[src/rtl/uart_rx_buffer_pkg.sv]
// rtl/uart_rx_buffer_pkg.sv - shared constants for the 8N1 receiver and its byte FIFO
package uart_rx_buffer_pkg;

    localparam int FRAME_BITS           = 8;
    localparam int DEFAULT_CLKS_PER_BIT = 217;  // 25 MHz / 115200 baud

    localparam logic [4:0] ST_IDLE  = 5'b00001;
    localparam logic [4:0] ST_START = 5'b00010;
    localparam logic [4:0] ST_DATA  = 5'b00100;
    localparam logic [4:0] ST_STOP  = 5'b01000;
    localparam logic [4:0] ST_BREAK = 5'b10000;

endpackage

[src/rtl/uart_rx_buffer_byte_fifo.sv]
// rtl/uart_rx_buffer_byte_fifo.sv - 2**FIFO_AW deep byte FIFO with combinational head read
module byte_fifo
    import uart_rx_buffer_pkg::*;
#(
    parameter int FIFO_AW = 4
) (
    input  logic                  clk,
    input  logic                  clr,
    input  logic                  wr_en,
    input  logic [FRAME_BITS-1:0] wr_data,
    input  logic                  rd_en,
    output logic [FRAME_BITS-1:0] rd_data,
    output logic                  empty,
    output logic                  full
);

    localparam int DEPTH = 1 << FIFO_AW;
    localparam logic [FIFO_AW:0] FULL_COUNT = {1'b1, {FIFO_AW{1'b0}}};

    logic [FRAME_BITS-1:0] mem_q [DEPTH];
    logic [FIFO_AW-1:0]    wr_ptr_q, wr_ptr_d;
    logic [FIFO_AW-1:0]    rd_ptr_q, rd_ptr_d;
    logic [FIFO_AW:0]      count_q, count_d;
    logic                  do_push;
    logic                  do_pop;

    assign empty   = (count_q == '0);
    assign full    = (count_q == FULL_COUNT);
    assign rd_data = mem_q[rd_ptr_q];

    // A full FIFO still accepts a write when the head leaves on the same cycle.
    assign do_pop  = rd_en && !empty;
    assign do_push = wr_en && (!full || do_pop);

    always_comb begin
        wr_ptr_d = wr_ptr_q;
        rd_ptr_d = rd_ptr_q;
        count_d  = count_q;
        if (do_push) begin
            wr_ptr_d = wr_ptr_q + 1'b1;
        end
        if (do_pop) begin
            rd_ptr_d = rd_ptr_q + 1'b1;
        end
        case ({do_push, do_pop})
            2'b10:   count_d = count_q + 1'b1;
            2'b01:   count_d = count_q - 1'b1;
            default: count_d = count_q;
        endcase
    end

    always_ff @(posedge clk) begin
        if (clr) begin
            wr_ptr_q <= '0;
            rd_ptr_q <= '0;
            count_q  <= '0;
        end else begin
            wr_ptr_q <= wr_ptr_d;
            rd_ptr_q <= rd_ptr_d;
            count_q  <= count_d;
        end
    end

    always_ff @(posedge clk) begin
        if (do_push) begin
            mem_q[wr_ptr_q] <= wr_data;
        end
    end

endmodule

[src/rtl/uart_rx_buffer.sv]
// rtl/uart_rx_buffer.sv - 8N1 serial receiver feeding a byte FIFO with valid/ready output
module uart_rx_buffer
    import uart_rx_buffer_pkg::*;
#(
    parameter int CLKS_PER_BIT = DEFAULT_CLKS_PER_BIT,
    parameter int FIFO_AW      = 4
) (
    input  logic                  clk,
    input  logic                  clr,
    input  logic                  rx,
    output logic [FRAME_BITS-1:0] data,
    output logic                  valid,
    input  logic                  ready,
    output logic                  framing_error,
    output logic                  overrun
);

    localparam int CW = $clog2(CLKS_PER_BIT);
    localparam int BW = $clog2(FRAME_BITS);
    localparam logic [CW-1:0] BIT_LAST  = CW'(CLKS_PER_BIT - 1);
    localparam logic [CW-1:0] HALF_LAST = CW'(CLKS_PER_BIT / 2 - 1);
    localparam logic [BW-1:0] IDX_LAST  = BW'(FRAME_BITS - 1);

    logic                  rx_meta_q;
    logic                  rx_s_q;
    logic [4:0]            state_q, state_d;
    logic [CW-1:0]         cnt_q, cnt_d;
    logic [BW-1:0]         bit_idx_q, bit_idx_d;
    logic [FRAME_BITS-1:0] shreg_q, shreg_d;
    logic                  ferr_q, ferr_d;
    logic                  ovr_q, ovr_d;
    logic                  push;
    logic                  fifo_empty;
    logic                  fifo_full;
    logic [FRAME_BITS-1:0] fifo_rd_data;

    always_ff @(posedge clk) begin
        if (clr) begin
            rx_meta_q <= 1'b1;
            rx_s_q    <= 1'b1;
        end else begin
            rx_meta_q <= rx;
            rx_s_q    <= rx_meta_q;
        end
    end

    always_comb begin
        state_d   = state_q;
        cnt_d     = cnt_q + 1'b1;
        bit_idx_d = bit_idx_q;
        shreg_d   = shreg_q;
        ferr_d    = 1'b0;
        push      = 1'b0;
        case (state_q)
            ST_IDLE: begin
                cnt_d = '0;
                if (!rx_s_q) begin
                    state_d = ST_START;
                end
            end
            ST_START: begin
                if (cnt_q == HALF_LAST) begin
                    cnt_d = '0;
                    if (!rx_s_q) begin
                        state_d   = ST_DATA;
                        bit_idx_d = '0;
                    end else begin
                        state_d = ST_IDLE;
                    end
                end
            end
            ST_DATA: begin
                if (cnt_q == BIT_LAST) begin
                    cnt_d   = '0;
                    // Shift in from the top so the first (LSB) bit ends at bit 0.
                    shreg_d = {rx_s_q, shreg_q[FRAME_BITS-1:1]};
                    if (bit_idx_q == IDX_LAST) begin
                        state_d = ST_STOP;
                    end else begin
                        bit_idx_d = bit_idx_q + 1'b1;
                    end
                end
            end
            ST_STOP: begin
                if (cnt_q == BIT_LAST) begin
                    cnt_d = '0;
                    if (rx_s_q) begin
                        push    = 1'b1;
                        state_d = ST_IDLE;
                    end else begin
                        ferr_d  = 1'b1;
                        state_d = ST_BREAK;
                    end
                end
            end
            ST_BREAK: begin
                cnt_d = '0;
                if (rx_s_q) begin
                    state_d = ST_IDLE;
                end
            end
            default: begin
                cnt_d   = '0;
                state_d = ST_IDLE;
            end
        endcase
    end

    assign ovr_d = push && fifo_full && !(ready && !fifo_empty);

    always_ff @(posedge clk) begin
        if (clr) begin
            state_q   <= ST_IDLE;
            cnt_q     <= '0;
            bit_idx_q <= '0;
            shreg_q   <= '0;
            ferr_q    <= 1'b0;
            ovr_q     <= 1'b0;
        end else begin
            state_q   <= state_d;
            cnt_q     <= cnt_d;
            bit_idx_q <= bit_idx_d;
            shreg_q   <= shreg_d;
            ferr_q    <= ferr_d;
            ovr_q     <= ovr_d;
        end
    end

    byte_fifo #(
        .FIFO_AW (FIFO_AW)
    ) u_fifo (
        .clk     (clk),
        .clr     (clr),
        .wr_en   (push),
        .wr_data (shreg_d),
        .rd_en   (ready),
        .rd_data (fifo_rd_data),
        .empty   (fifo_empty),
        .full    (fifo_full)
    );

    assign valid         = !fifo_empty;
    assign data          = fifo_empty ? '0 : fifo_rd_data;
    assign framing_error = ferr_q;
    assign overrun       = ovr_q;

endmodule

[config.mk]
export PLATFORM = sky130hd
export DESIGN_NAME = uart_rx_buffer
export DESIGN_NICKNAME = d
export VERILOG_FILES = /design/src/rtl/uart_rx_buffer_pkg.sv /design/src/rtl/uart_rx_buffer_byte_fifo.sv /design/src/rtl/uart_rx_buffer.sv
export SDC_FILE = /design/constraint.sdc
export NUM_CORES = 1
export LEC_CHECK = 0
export ABC_CLOCK_PERIOD_IN_PS = 4000
export BUFFER_PORTS_ARGS = -buffer_cell sky130_fd_sc_hd__buf_4
export CAP_MARGIN = 20
export CORE_MARGIN = 2
export CORE_UTILIZATION = 45
export DETAILED_ROUTE_END_ITERATION = 8
export GPL_TIMING_DRIVEN = 0
export SYNTH_ARGS = -nofsm -noshare
export SYNTH_HDL_FRONTEND = slang
export SYNTH_SLANG_ARGS = --single-unit
[constraint.sdc]
create_clock -name clk -period 4 [get_ports clk]
set_clock_uncertainty 0.1 [all_clocks]
set_input_delay 0.8 -clock clk [delete_from_list [all_inputs] [get_ports clk]]
set_output_delay 0.8 -clock clk [all_outputs]
set_load 0.05 [all_outputs]
**Word-level counts from Yosys, hierarchy flattened**

Memories as Yosys holds them, arrays and structs flattened. A register that Yosys moved wholly into a read port is not among the register bits.
Index checks and enable logic that the tools add are counted.

- Latch bits: 0
- Bits in read-only memories: 0
- Memories kept: 1
- Word-level logic and storage cells: 83
- Flip-flop bits (word level): 41
- Input bits: 4
- RAM bits: 128
- Output and inout port bits: 11

- Reduce and logical (&&, ||, !) cells: 15
- Add/subtract/negate cells: 6
- $lt $le $gt $ge: 0
- Bitwise operators: 2
- $mul: 0
- Shifts and indexed selects: 0
- Mux-type cells: 29
- Equal/unequal tests: 19
- Div/mod/pow operators: 0

Memories:

| memory | depth | bits a word | read ports | clocked after Yosys merged registers in | write ports | RTL line | RTL |
|---|---|---|---|---|---|---|---|
| u_fifo.mem_q | 16 | 8 | 1 | 1 | 1 | uart_rx_buffer_byte_fifo.sv:20 | `logic [FRAME_BITS-1:0] mem_q [DEPTH];` |

Operators with widths:

| cell | count |
|---|---|
| $mux 8 | 5 |
| $mux 5 | 7 |
| $pmux 5 s5 | 1 |
| $ne 2x2->1 const B | 8 |
| $pmux 8 s2 | 1 |
| $mux 3 | 5 |
| $eq 5x5->1 const B | 2 |
| $pmux 5 s2 | 1 |
| $add 4x1->4 const B | 2 |
| $add 8x1->8 const B | 1 |
| $eq 8x7->1 const B | 1 |
| $eq 8x8->1 const B | 1 |
| $mux 4 | 2 |
| $mux 1 | 6 |
| $pmux 3 s2 | 1 |
| $reduce_and 6->1 | 1 |
| $add 5x1->5 const B | 1 |
| $eq 5x1->1 const B | 1 |
| $eq 5x2->1 const B | 1 |
| $eq 5x3->1 const B | 1 |
| $eq 5x4->1 const B | 1 |
| $logic_not 5->1 | 1 |
| $reduce_and 5->1 | 1 |
| $sub 5x1->5 const B | 1 |
| 11 further kinds | 18 |

**Depth between registers and ports, before layout**

Gate-level depths: netlist (run 1).

- Depth in word-level cells: 7
- Gate-level depth with buffers: 11
- Depth with buffers taken out: 10

**Modules after synthesis**

Synthesis (run 1) repeated with hierarchy kept, for this count alone.

- Cells, all modules: 476
- Area total of the unflattened synthesis: 7,257.0 um^2

By module, submodules not included:

| module | seq. area each (um^2) | cells each | times used | area each (um^2) |
|---|---|---|---|---|
| byte_fifo | 4,184.0 | 322 | 1 | 5,854.4 |
| uart_rx_buffer | 560.5 | 154 | 1 | 1,402.6 |

**Least setup slack after synthesis (run 1)**

Ideal clock, no wire load.

- Kind: reg-to-output
- From: register with a tool-made name
- To: output data[0]
- Data required time: 3.100 ns
- Path buffers: 2
- Setup slack: 0.988 ns
- Data arrival time: 2.112 ns
- Cell stages (with the launch flop): 6
- Cells stage by stage: dfxtp_1 > clkbuf_1 > buf_2 > mux4_2 > mux4_2 > and2_1

RTL lines:

| what | RTL line | RTL |
|---|---|---|
| end: declaration | uart_rx_buffer.sv:11 | `output logic [FRAME_BITS-1:0] data,` |

==> impl_metrics.csv, run 1 <==
group,metric,value,unit
status,status,"finished, final reports clean",
routing,first_iter_violations,270,
finish,synthToLayoutAreaGrowth,13.98,%
routing,ant_nets,0,
min_path,min-delay-start,"rx_meta_q",
flow_run,max_cap_violations,0,
cts,clock-sinks,173,
sta,post-route-min-period,3.810,ns
yosys,syn_avg_cell_area,16.17,sq um
power,p_per_area,433.8,mW/mm^2
yosys,synth_top_cell_area_share,0.5403,
cts,clockBufferDepth,2,
floorplan,ios,15,
setup_path,worst-path-max-fanout,10,
yosys,synth_edf_count,128,
power,swShare,0.1882,
min_path,hold_end,"rx_s_q",
routing,drc,0,
power,power_frac_comb,0.005,
setup_path,crit_type,"reg2out",
sta,clock.fmax,0.2625,GHz
yosys,synth_cells,440,
finish,final_cells,700,
routing,firstDrtPassIters,5,
place,hpwlAfterDp,9.463,mm
finish,final_layout_size_suffix_gt1_frac,0.2474,
floorplan,row_count,45,
routing,wl_per_cell,19.76,um
sta,worst_slack,0.1900,ns
setup_path,r2r_start,"state_q[0]",
yosys,yosysTopAreaCell,"edfxtp_1",
sta,hold_viol_final,0,
cts,h-tree-depth,4,
global_routing,grt_pass1_vias,3800,
power,p_seq_frac,0.541,
place,port_buffers,13,
setup_path,crit_required,3.10,ns
min_path,hold_class,"reg2reg",
setup_path,rrSetupSlack,0.93,ns
cts,cts_resized,0,
yosys,synth_warnings,0,
cts,clk_pin_slew_worst_paths,0.06,ns
power,power.total,3518,uW
global_routing,grtUsageTotal,0.1791,
floorplan,die_x,129.7,um
sta,final-setup-viol-count,0,
finish,nets,491,
global_routing,antenna_found_initial,0,
power,clkPwrFrac,0.454,
min_path,hold_path_depth,1,
yosys,ys_ff_latch,173,
yosys,synth.top_cells.by_area,"edfxtp_1 54%, dfxtp_1 13%, mux4_2 13%",
routing,via_count,3843,
sta,tns,0,ns
routing,wl,13.83,mm
setup_path,timing.rr.end,"u_fifo.count_q[4]",
global_routing,overflow,0,
global_routing,grt_max_degree,18,
yosys,ys_async_sr_fraction,0,
yosys,syn-cell-area,0.007114,sq mm
cts,cts_root_buffer,"clkbuf_16",
floorplan,initial_core_util,0.4645,
sta,finalCritPeriodShare,0.9525,
cts,post_cts_buffers,0,
routing,via_per_inst,5.490,
cts,numCtsBuffers,17,
sta,rsz0062_at_grt,"no",
yosys,ys_seq_area_frac,0.6669,
yosys,synth_flop_cell,"edfxtp_1",
sta,max_slew.worst_pin.slew,0.8481,ns
floorplan,core_region_area,0.01531,sq mm
power,irDropWorstVdd,0.0002872,V
floorplan,die_h,129.7,um
power,intPower,2856,uW
global_routing,grt_first_pass_wirelength,21.43,mm
finish,insertedDiodeCount,0,
floorplan,die_area,0.01683,sq mm
sta,slew_headroom,0.4325,
setup_path,cp-start-kind,"flop",
cts,postCtsHoldBufs,0,
yosys,synth.distinct_cells,54,
place,place_ws,0.5939,ns
setup_path,end_kind,"primary output",
place,placed_cells,668,
yosys,synth_commonest_cells,"128 x edfxtp_1, 45 x dfxtp_1, 40 x mux4_2, 28 x nor2_1, 24 x and2_1",
cts,insertion_delay,0.42,ns
power,switching_power,662.0,uW
power,power_leakage,0.003042,uW
setup_path,critPathArrivalTime,2.91,ns
yosys,yosysMostFrequentCell,"edfxtp_1",
place,globalplace.congestion,0.7805,
setup_path,rr_worst_depth,10,
yosys,synth_nets,455,
cts,tritoncts,"built",
sta,maxSlewViolCount,0,
[per-stage QoR]
stage / hold slack (ns) / utilization / area (sq um)
6_report: 0.3079 / 0.5295 / 8109
4_1_cts: 0.3091 / 0.5295 / 8109
2_1_floorplan: 0.2895 / - / 7114
5_1_grt: 0.3181 / 0.5295 / 8109
3_3_place_gp: 0.2988 / 0.4882 / 7476
3_5_place_dp: 0.2938 / 0.4917 / 7531
[flip-flops by register name, summed over array words and instances (netlist names), named ones only]
signal / cells
u_fifo.count_q: 5
shreg_q: 8
framing_error: 1
u_fifo.rd_ptr_q: 4
u_fifo.wr_ptr_q: 4
rx_meta_q: 1
u_fifo.mem_q: 128
rx_s_q: 1
state_q: 5
cnt_q: 8
overrun: 1
bit_idx_q: 3
[routing by layer]
layer,track usage,share of wire,vias up
met1,0.2421,0.45,1981
li1,-,-,1770
met3,0.03854,0.041,20
met4,0.07590,0.020,0
met2,0.2843,0.49,72
met5,0,0,-
[cells in the final DEF, fill, tap and decap left out, types with 7 or more instances in the layout]
master     instances
nor2_1            28
dfxtp_1           45
edfxtp_1         128
clkbuf_1          16
ha_1              11
xor2_1             7
clkbuf_16         17
and2_1            24
mux4_2            40
mux2_2             8
o21ai_0            8
buf_2              7
inv_1             13
nand2_1            9
buf_4             17
nand3_1           10
xnor2_1            7
[worst max path at each step]
| stage | startpoint | end | slack [ns] |
|---|---|---|---|
| 3_5_place_dp | flop | data[6] | 0.59 |
| 5_1_grt | flop | data[0] | 0.008 |
| 4_1_cts | flop | data[6] | 0.13 |
| 3_3_place_gp | state_q[0] | u_fifo.mem_q[0][4] | 0.15 |
| 2_1_floorplan | flop | data[0] | 0.99 |
| 6_report | flop | data[6] | 0.19 |
[power groups by stage]
stage,Sequential (uW),Clock (uW),Combinational (uW)
floorplan,1940,0,11.4
global placement,1940,0,17.2
detailed placement,1940,0,17.4
CTS,1900,1630,17.5
global route,1900,1700,19.6
finish,1900,1600,17.1
[area by class of cell]
type                    count  area, sq um
plain buffers              23        102.6
clock buffers              21        460.4
clock inverters            11        117.6
fillers                  1277         7206
inverters                  13        48.80
multi-input cells         231         2243
flip-flops and latches    173         4745
well taps                 211        264.0
repair buffers             17        127.6
[critical path, cell delays in order (launching register included)]
cell and delay [ns]:
dfxtp_1 0.31, clkbuf_1 0.30, buf_2 0.42, mux4_2 0.63, mux4_2 0.46, and2_1 0.18
buf_4 0.19
[cells by family (layout without fill, tap and decap cells)]
logic type	count (synthesis)	count (layout)	synth area share
multiplexers	53	53	0.1467
AO/OA/AOI/OAI	30	30	0.02955
XOR/XNOR	14	14	0.01724
adder cells (fa/ha/maj)	11	11	0.01935
AND/OR/NAND/NOR	123	123	0.09901
flip-flops	173	173	0.6669
buffers and inverters	36	85	0.02128
(Power assumes the default switching activity.)
==> run 2: changes to the inputs <==
CAP_MARGIN = not set   (was 20)
CORE_UTILIZATION = 55   (was 45)
PLACE_DENSITY = 0.71   (was not set)
TNS_END_PERCENT = 50   (was not set)
==> run 2 against run 1 <==
Net effect: power rose by 4.3%; routed wire length rose by 0.69%; count of clock-buffer cells in the layout fell by 3; worst setup slack got worse by 0.014 ns; largest power group unchanged.
==> impl_metrics.csv, run 2 (same netlist as run 1, synthesis figures left out) <==
group,metric,value,unit
setup_path,path_buf_inv,3,
finish,synthToLayoutAreaGrowth,14.03,%
routing,first_iter_violations,343,
finish,final-seq-area,0.004745,sq mm
power,power_frac_comb,0.005,
setup_path,crit_top_cell,"mux4_2",
routing,via_count,3866,
cts,post_cts_buffers,0,
power,swShare,0.1811,
routing,firstDrtPassIters,5,
sta,final-setup-viol-count,0,
power,power_leakage,0.003058,uW
setup_path,crit_required,3.10,ns
cts,h-tree-depth,4,
floorplan,core_region_area,0.01262,sq mm
setup_path,cp-start-kind,"flop",
floorplan,die_area,0.01386,sq mm
cts,insertion_delay,0.43,ns
setup_path,r2r_start,"u_fifo.count_q[1]",
sta,max_slew.worst_pin.slew,0.8856,ns
min_path,hold_class,"reg2reg",
place,port_buffers,13,
routing,via_per_inst,5.849,
finish,layout_commonest_cell,"edfxtp_1",
power,power.total,3669,uW
setup_path,critPathTopFamily,"multiplexers",
power,irDropWorstVdd,0.0002685,V
routing,wl_per_cell,21.07,um
routing,ant_nets,0,
cts,postCtsHoldBufs,0,
place,hpwlAfterDp,8.985,mm
setup_path,crit_type,"reg2out",
cts,clockBufferDepth,2,
flow_run,max_cap_violations,0,
cts,cts_resized,0,
power,switching_power,664.3,uW
sta,whs,0.3128,ns
global_routing,grtUsageTotal,0.2141,
min_path,min-delay-start,"rx_meta_q",
setup_path,slowest_delay,0.57,ns
sta,maxSlewViolCount,0,
sta,clock.fmax,0.2615,GHz
power,p_per_area,452.2,mW/mm^2
sta,post-route-min-period,3.824,ns
finish,final_cell_mix,"128 x edfxtp_1, 45 x dfxtp_1, 40 x mux4_2",
cts,clk_pin_slew_worst_paths,0.06,ns
finish,fin_util,0.6429,
cts,clock-sinks,173,
place,placed_cells,629,
setup_path,critPathArrivalTime,2.92,ns
finish,fillers,936,
sta,tns,0,ns
floorplan,ios,15,
floorplan,row_count,41,
power,clkPwrFrac,0.476,
global_routing,grt_max_degree,18,
cts,tritoncts,"built",
finish,insertedDiodeCount,0,
global_routing,grt_pass1_vias,3967,
global_routing,grt_first_pass_wirelength,21.70,mm
sta,hold_viol_final,0,
floorplan,initial_core_util,0.5638,
routing,wl,13.93,mm
floorplan,die_x,117.7,um
finish,regMostFlops,"u_fifo.mem_q",
cts,numCtsBuffers,17,
finish,multi_input_area,0.002243,sq mm
status,status,"finished, final reports clean",
floorplan,die_h,117.7,um
setup_path,critPathSlowestCell,"mux4_2",
setup_path,crit_chain,"clkbuf_1 > buf_2 > mux4_2 > mux4_2 > and2_1 > buf_4",
global_routing,overflow,0,
cts,cts_root_buffer,"clkbuf_16",
finish,largest_register_ffs,128,
place,globalplace.congestion,0.8233,
setup_path,worst-path-max-fanout,10,
routing,drc,0,
finish,largestRegisters,"u_fifo.mem_q: 128 flops, cnt_q: 8 flops, shreg_q: 8 flops",
sta,finalCritPeriodShare,0.9559,
global_routing,antenna_found_initial,0,
sta,rsz0062_at_grt,"no",
finish,final_cells,661,
power,intPower,3004,uW
finish,nets,491,
finish,final_layout_size_suffix_gt1_frac,0.2413,
sta,slew_headroom,0.4074,
setup_path,end_kind,"primary output",
power,p_seq_frac,0.519,
run 2: cell types whose count changed in the layout (fill, tap and decap cells not counted), sizes merged:
cell    change
bufinv      +3
clkbuf      -2
buf         -1
run 2: power groups by stage:
| stage | Combinational, uW | Clock, uW | Sequential, uW |
|---|---|---|---|
| floorplan | 11.4 | 0 | 1940 |
| CTS | 17.9 | 1760 | 1900 |
| global route | 19.8 | 1820 | 1900 |
| finish | 17.5 | 1750 | 1900 |
| detailed placement | 17.8 | 0 | 1940 |
| global placement | 17.1 | 0 | 1940 |
run 2: worst register-to-register path, cell delays in order, from the launching register on:
cell	delay (ns)
dfxtp_1	0.38
or4_4	0.56
o21ai_4	0.26
or2_2	0.16
clkbuf_1	0.24
xnor2_1	0.11
ha_1	0.25
o31a_1	0.25
o32ai_1	0.28
mux2_1	0.35
run 2: path summary, 6_finish.rpt:
kind,slack [ns],cells past startpoint,end
worst min register to register,0.31,1,rx_s_q
worst max-delay path,0.18,6,data[2]
worst max register to register,0.94,9,u_fifo.count_q[4]
worst min-delay path,0.31,1,rx_s_q
run 2: area by class of cell:
| type | count | share of cell area |
|---|---|---|
| clock inverter | 14 | 0.02452 |
| sequential | 173 | 0.5848 |
| inverter | 13 | 0.006015 |
| buffer | 23 | 0.01295 |
| tap | 172 | 0.02653 |
| clock buffer | 18 | 0.05290 |
| timing repair buffer | 17 | 0.01573 |
| multi-input combinational | 231 | 0.2765 |
run 2: metal layers:
metal  share of wire  global-route usage  vias up
met5               0                   0        -
met1            0.42              0.2676     1970
met4           0.024             0.09111        0
met3           0.049             0.04942       28
met2            0.51              0.3608      105
li1                -                   -     1763
run 2: metrics by stage:
step	worst slack, ns	instance area (sq um)
3_5_place_dp	0.6042	7482
5_1_grt	0.01603	8113
2_1_floorplan	0.9882	7114
3_3_place_gp	0.4902	7427
4_1_cts	0.09978	8110
6_report	0.1763	8113
